--- config.mk ---
export PLATFORM = sky130hd
export DESIGN_NAME = enc8b10b_framer
export DESIGN_NICKNAME = d
export VERILOG_FILES = /design/src/rtl/enc8b10b_framer_pkg.sv /design/src/rtl/enc8b10b_framer_crc8.sv /design/src/rtl/enc8b10b_framer.sv
export SDC_FILE = /design/constraint.sdc
export NUM_CORES = 1
export LEC_CHECK = 0
export CORE_UTILIZATION = 52
export DETAILED_ROUTE_END_ITERATION = 10
export GPL_TIMING_DRIVEN = 0
export PLACE_DENSITY_LB_ADDON = 0.3
export SYNTH_ARGS = -nofsm -noshare
export SYNTH_HDL_FRONTEND = slang
export SYNTH_SLANG_ARGS = --single-unit
--- constraint.sdc ---
create_clock -name clk -period 4.6 [get_ports clk]
set_clock_uncertainty 0.05 [all_clocks]
set_input_delay 0.46 -clock clk [delete_from_list [all_inputs] [get_ports clk]]
set_output_delay 0.46 -clock clk [all_outputs]
set_load 0.01 [all_outputs]
--- src/rtl/enc8b10b_framer_pkg.sv ---
// enc8b10b_framer_pkg
// Shared constants for the 8b/10b framer: K-character symbol codes,
// the framer FSM state encoding and the CRC-8 generator polynomial.
// Optional feature macro used by the framer: ENC8B10B_FRAMER_CRC_EN.
package enc8b10b_framer_pkg;

    localparam logic [7:0] SYM_IDLE = 8'hBC;  // K28.5 comma
    localparam logic [7:0] SYM_SOF  = 8'hFB;  // K27.7
    localparam logic [7:0] SYM_EOF  = 8'hFD;  // K29.7
    localparam logic [7:0] SYM_FILL = 8'hF7;  // K23.7

    localparam logic [7:0] CRC8_POLY = 8'h07;

    // ST_CRC is only reachable when the CRC feature is built in.
    typedef enum logic [1:0] {
        ST_IDLE = 2'd0,
        ST_DATA = 2'd1,
        ST_CRC  = 2'd2,
        ST_EOF  = 2'd3
    } state_e;

endpackage

--- src/rtl/enc8b10b_framer_crc8.sv ---
// enc8b10b_framer_crc8
// Combinational one-byte CRC-8 update (MSB first, no reflection).
// Ports:
//   crc_i  [7:0]  current CRC register
//   data_i [7:0]  byte to fold in
//   crc_o  [7:0]  updated CRC
module enc8b10b_framer_crc8
    import enc8b10b_framer_pkg::*;
(
    input  logic [7:0] crc_i,
    input  logic [7:0] data_i,
    output logic [7:0] crc_o
);

    logic [7:0] c;

    always_comb begin
        c = crc_i ^ data_i;
        for (int i = 0; i < 8; i++) begin
            c = c[7] ? ((c << 1) ^ CRC8_POLY) : (c << 1);
        end
        crc_o = c;
    end

endmodule

--- src/rtl/enc8b10b_framer.sv ---
// enc8b10b_framer
// Single-lane framer feeding an 8b/10b encoder. Wraps valid/ready packets
// in SOF/EOF K-characters, fills idle time with K28.5, enforces a minimum
// idle gap after EOF and emits FILL on source underrun. Everything advances
// only in cycles where tx_ready is high.
// Optional feature: define ENC8B10B_FRAMER_CRC_EN to append a CRC-8 byte
// (poly 0x07, init 0) after the last data byte of each packet.
// Ports:
//   clk, rst_n          clock, async active-low reset
//   s_valid/s_ready     source handshake; s_data byte, s_last end of packet
//   tx_ready            downstream accepts a new symbol this cycle
//   enc_data/enc_k      registered symbol to the encoder
//   enc_en              encoder enable (high the cycle after a tx_ready cycle)
//   frame_cnt           EOFs emitted, wraps
module enc8b10b_framer
    import enc8b10b_framer_pkg::*;
#(
    parameter int IPG   = 2,
    parameter int CNT_W = 16
) (
    input  logic             clk,
    input  logic             rst_n,
    input  logic             s_valid,
    output logic             s_ready,
    input  logic [7:0]       s_data,
    input  logic             s_last,
    input  logic             tx_ready,
    output logic [7:0]       enc_data,
    output logic             enc_k,
    output logic             enc_en,
    output logic [CNT_W-1:0] frame_cnt
);

    localparam logic [3:0]       IPG_L   = 4'(IPG);
    localparam logic [CNT_W-1:0] CNT_ONE = {{(CNT_W-1){1'b0}}, 1'b1};

    state_e           state_q, state_d;
    logic [3:0]       gap_q, gap_d;
    logic [CNT_W-1:0] fcnt_q, fcnt_d;
    logic [7:0]       data_q, data_d;
    logic             k_q, k_d;
    logic             en_q;

`ifdef ENC8B10B_FRAMER_CRC_EN
    logic [7:0] crc_q, crc_d, crc_nxt;

    enc8b10b_framer_crc8 u_crc8 (
        .crc_i  (crc_q),
        .data_i (s_data),
        .crc_o  (crc_nxt)
    );
`endif

    always_comb begin
        state_d = state_q;
        gap_d   = gap_q;
        fcnt_d  = fcnt_q;
        data_d  = data_q;
        k_d     = k_q;
        s_ready = 1'b0;
`ifdef ENC8B10B_FRAMER_CRC_EN
        crc_d   = crc_q;
`endif
        // With tx_ready low every _d equals its _q, so all state freezes.
        if (tx_ready) begin
            case (state_q)
                ST_IDLE: begin
                    data_d = SYM_IDLE;
                    k_d    = 1'b1;
                    if (gap_q == 4'd0 && s_valid) begin
                        data_d  = SYM_SOF;
                        state_d = ST_DATA;
`ifdef ENC8B10B_FRAMER_CRC_EN
                        crc_d   = 8'h00;
`endif
                    end else if (gap_q != 4'd0) begin
                        gap_d = gap_q - 4'd1;
                    end
                end
                ST_DATA: begin
                    s_ready = 1'b1;
                    if (s_valid) begin
                        data_d = s_data;
                        k_d    = 1'b0;
`ifdef ENC8B10B_FRAMER_CRC_EN
                        crc_d  = crc_nxt;
                        if (s_last) state_d = ST_CRC;
`else
                        if (s_last) state_d = ST_EOF;
`endif
                    end else begin
                        data_d = SYM_FILL;
                        k_d    = 1'b1;
                    end
                end
`ifdef ENC8B10B_FRAMER_CRC_EN
                ST_CRC: begin
                    data_d  = crc_q;
                    k_d     = 1'b0;
                    state_d = ST_EOF;
                end
`endif
                ST_EOF: begin
                    data_d  = SYM_EOF;
                    k_d     = 1'b1;
                    fcnt_d  = fcnt_q + CNT_ONE;
                    gap_d   = IPG_L;
                    state_d = ST_IDLE;
                end
                default: begin
                    data_d  = SYM_IDLE;
                    k_d     = 1'b1;
                    state_d = ST_IDLE;
                end
            endcase
        end
    end

    always_ff @(posedge clk or negedge rst_n) begin
        if (!rst_n) begin
            state_q <= ST_IDLE;
            gap_q   <= 4'd0;
            fcnt_q  <= '0;
            data_q  <= SYM_IDLE;
            k_q     <= 1'b1;
            en_q    <= 1'b0;
`ifdef ENC8B10B_FRAMER_CRC_EN
            crc_q   <= 8'h00;
`endif
        end else begin
            state_q <= state_d;
            gap_q   <= gap_d;
            fcnt_q  <= fcnt_d;
            data_q  <= data_d;
            k_q     <= k_d;
            en_q    <= tx_ready;
`ifdef ENC8B10B_FRAMER_CRC_EN
            crc_q   <= crc_d;
`endif
        end
    end

    assign enc_data  = data_q;
    assign enc_k     = k_q;
    assign enc_en    = en_q;
    assign frame_cnt = fcnt_q;

endmodule

==> impl_metrics.csv <==
group,metric,value,unit
floorplan,fp.dieArea,3200,um^2
critical_path,worstPathMaxFanout,10,
placed_design,portBuffers,39,
clock_tree,insertion_delay,350,ps
finish,fill_cells,219,
critical_path,regToRegSetupSlack,2610,ps
sta,fin_ws,1900,ps
finish,final_layout_size_suffix_gt1_share,9.28,%
yosys,synth_edf_count,0,
global_route,grt_max_degree,33,
sta,fmax,371,MHz
clock_tree,cts_setup_buffers,0,
placed_design,hpwlAfterDp,2.47,mm
clock_tree,cts_buffers,5,
critical_path,crit_path_end_kind,"output pin",
floorplan,start_util,55.6,%
sta,worst_pin_slew,708,ps
min_path,hp-class,"in -> async",
routing,wl_met1,1.39,mm
critical_path,criticalPathCategory,"reg -> out",
sta,period_needed,2700,ps
clock_tree,ctsLongestPathBuffers,2,
finish,area_growth,32.3,%
clock_tree,postCtsResizedCells,0,
run,maxCapViolations,0,
routing,vias,1285,
clock_tree,cts_tree,"built",
yosys,netlist-cell-type-count,34,
routing,viasPerCell,5.71,
finish,seq_area,808,um^2
run_status,status,"finished clean",
floorplan,die_y,56.6,um
routing,drc,0,
sta,setup-tns-final,0,ps
global_route,overflow,0,
placed_design,pre_cts_ws,2240,ps
sta,finalMaxSlewViolations,0,
sta,finalHoldViolCount,0,
yosys,yosysWarnings,0,
routing,drtPass1Iterations,4,
critical_path,critPathRequiredTime,4090,ps
sta,rsz0062_at_grt,"no",
clock_tree,cts_hold_buffers,0,
floorplan,fp.dieW,56.6,um
pwr,leakage,0.888,nW
yosys,synth-seq-cells,32,
floorplan,ios,40,
routing,routed.top_layer,"met4",
placed_design,dpl_cell_area,1980,um^2
yosys,synth_nets,166,
routing,wl,3.51,mm
yosys,synthArstFlopShare,100,%
clock_tree,cts_root_buf,"clkbuf_4",
finish,antenna_cells,0,
routing,ant_nets,0,
sta,max_slew_margin,52.4,%
yosys,syn-mean-instance-area,10.5,um^2
routing,wl_per_cell,15.6,um
yosys,synthCells,147,
placed_design,gp_congestion,0.820,
floorplan,core_region_area,2780,um^2
sta,min_period_over_period,58.6,%
finish,fin_nets,212,
clock_tree,path_clk_slew,100,ps
pwr,ir_drop,391,uV
global_route,grt_first_pass_wirelength,5.65,mm
finish,multi_input_area,691,um^2
clock_tree,clock_sinks,32,
finish,fin_util,73.6,%
routing,first_iter_violations,24,
global_route,antenna_found_initial,0,
critical_path,startpoint_type,"register",
floorplan,rows,19,
sta,setup_viol,0,
yosys,netlist_area,1550,um^2
clock_tree,htreeDepth,2,
yosys,yosysSeqAreaShare,52.2,%
critical_path,cp.arrival,2190,ps
global_route,grt_usage,24.2,%
finish,postLayoutCellArea,2050,um^2
yosys,ys.flop_type,"dfrtp_1",
routing,routed-wl-met3,192,um
global_route,grt_pass1_vias,1300,
pwr,p_per_area,528,nW/um^2
routing,met2_length,1.84,mm
## layer usage
metal | track usage, % | up-vias
li1 | - | 607
met1 | 27.6 | 623
met2 | 39.3 | 45
met3 | 8.53 | 10
met4 | 13.2 | 0
met5 | 0 | -
## layout make-up
class                      count  share of cell area (%)
multi-input combinational    102                    33.7
tap                           31                    1.89
sequential                    32                    39.5
clock inverter                 2                    1.71
inverter                      10                    1.83
buffer                         3                   0.550
clock buffer                   6                    2.02
timing repair buffer          39                    18.8
## flip-flops by register name, summed over array words and instances (netlist names)
name,flops
frame_cnt,16
enc_data,8
gap_q,4
state_q,2
enc_en,1
enc_k,1
## cells in the final DEF, fill, tap and decap left out, types with 4 or more instances in the layout
| cell | Yosys | routed |
|---|---|---|
| inv_1 | 10 | 10 |
| o22a_1 | 4 | 4 |
| clkbuf_1 | 3 | 4 |
| nand2_1 | 8 | 8 |
| a21oi_1 | 8 | 8 |
| dfstp_2 | 6 | 6 |
| xor2_1 | 5 | 5 |
| clkbuf_4 | 0 | 5 |
| nor2_1 | 11 | 11 |
| a31oi_1 | 4 | 4 |
| clkdlybuf4s50_1 | 0 | 38 |
| nand3_1 | 8 | 8 |
| ha_1 | 6 | 6 |
| o21ai_0 | 8 | 8 |
| dfrtp_1 | 26 | 26 |
| xnor2_1 | 9 | 9 |
## synthesized netlist by cell type, drive strengths merged (4+ instances only)
| master | number | area [um^2] |
|---|---|---|
| nand2 | 8 | 30.0 |
| xor2 | 5 | 43.8 |
| dfrtp | 26 | 651 |
| dfstp | 6 | 158 |
| o22a | 4 | 35.0 |
| ha | 6 | 75.1 |
| o21ai | 8 | 40.0 |
| xnor2 | 9 | 78.8 |
| a21oi | 8 | 40.0 |
| a31oi | 4 | 25.0 |
| nand3 | 8 | 40.0 |
| nor2 | 11 | 41.3 |
| inv | 10 | 37.5 |
## per-stage QoR
stage               std cells  hold WS [ps]  total power (W)
floorplan                 147           114         0.000685
global placement          217           406         0.000846
detailed placement        217           422         0.000870
CTS                       225           436          0.00109
global route              225           146          0.00115
finish                    225          99.4          0.00108
## final timing paths
check | cells after the start | end | start
max reg2reg | 5 | frame_cnt[8] | state_q[0]
min reg2reg | 1 | frame_cnt[15] | frame_cnt[15]
max in group asynchronous | 1 | frame_cnt[1] | rst_n
max | 6 | s_ready | state_q[1]
min | 1 | frame_cnt[13] | rst_n
min in group clk | 1 | frame_cnt[15] | frame_cnt[15]
## report_power, final
part	internal, W	total, W	switching [W]	leakage [nW]
clock	0.000114	0.000213	0.0000995	0.0422
combinational	0.000223	0.000430	0.000208	0.451
sequential	0.000372	0.000438	0.0000662	0.395
total	0.000708	0.00108	0.000374	0.888
## critical path, cell delays in order, from the launching register on
cell             delay (ps)
dfrtp_1                 440
inv_1                   130
ha_1                    170
clkbuf_1                300
inv_1                   140
nor2_1                  120
clkdlybuf4s50_1         550
## logic make-up after synthesis
kind of cell / share of synthesized area (%)
AO/OA/AOI/OAI: 13.6
XOR/XNOR: 7.92
adder cells (fa/ha/maj): 4.85
buffers and inverters: 3.15
flip-flops: 52.2
multiplexers: 0.728
AND/OR/NAND/NOR: 17.5
Note: power is estimated with default switching activity, not from simulation.
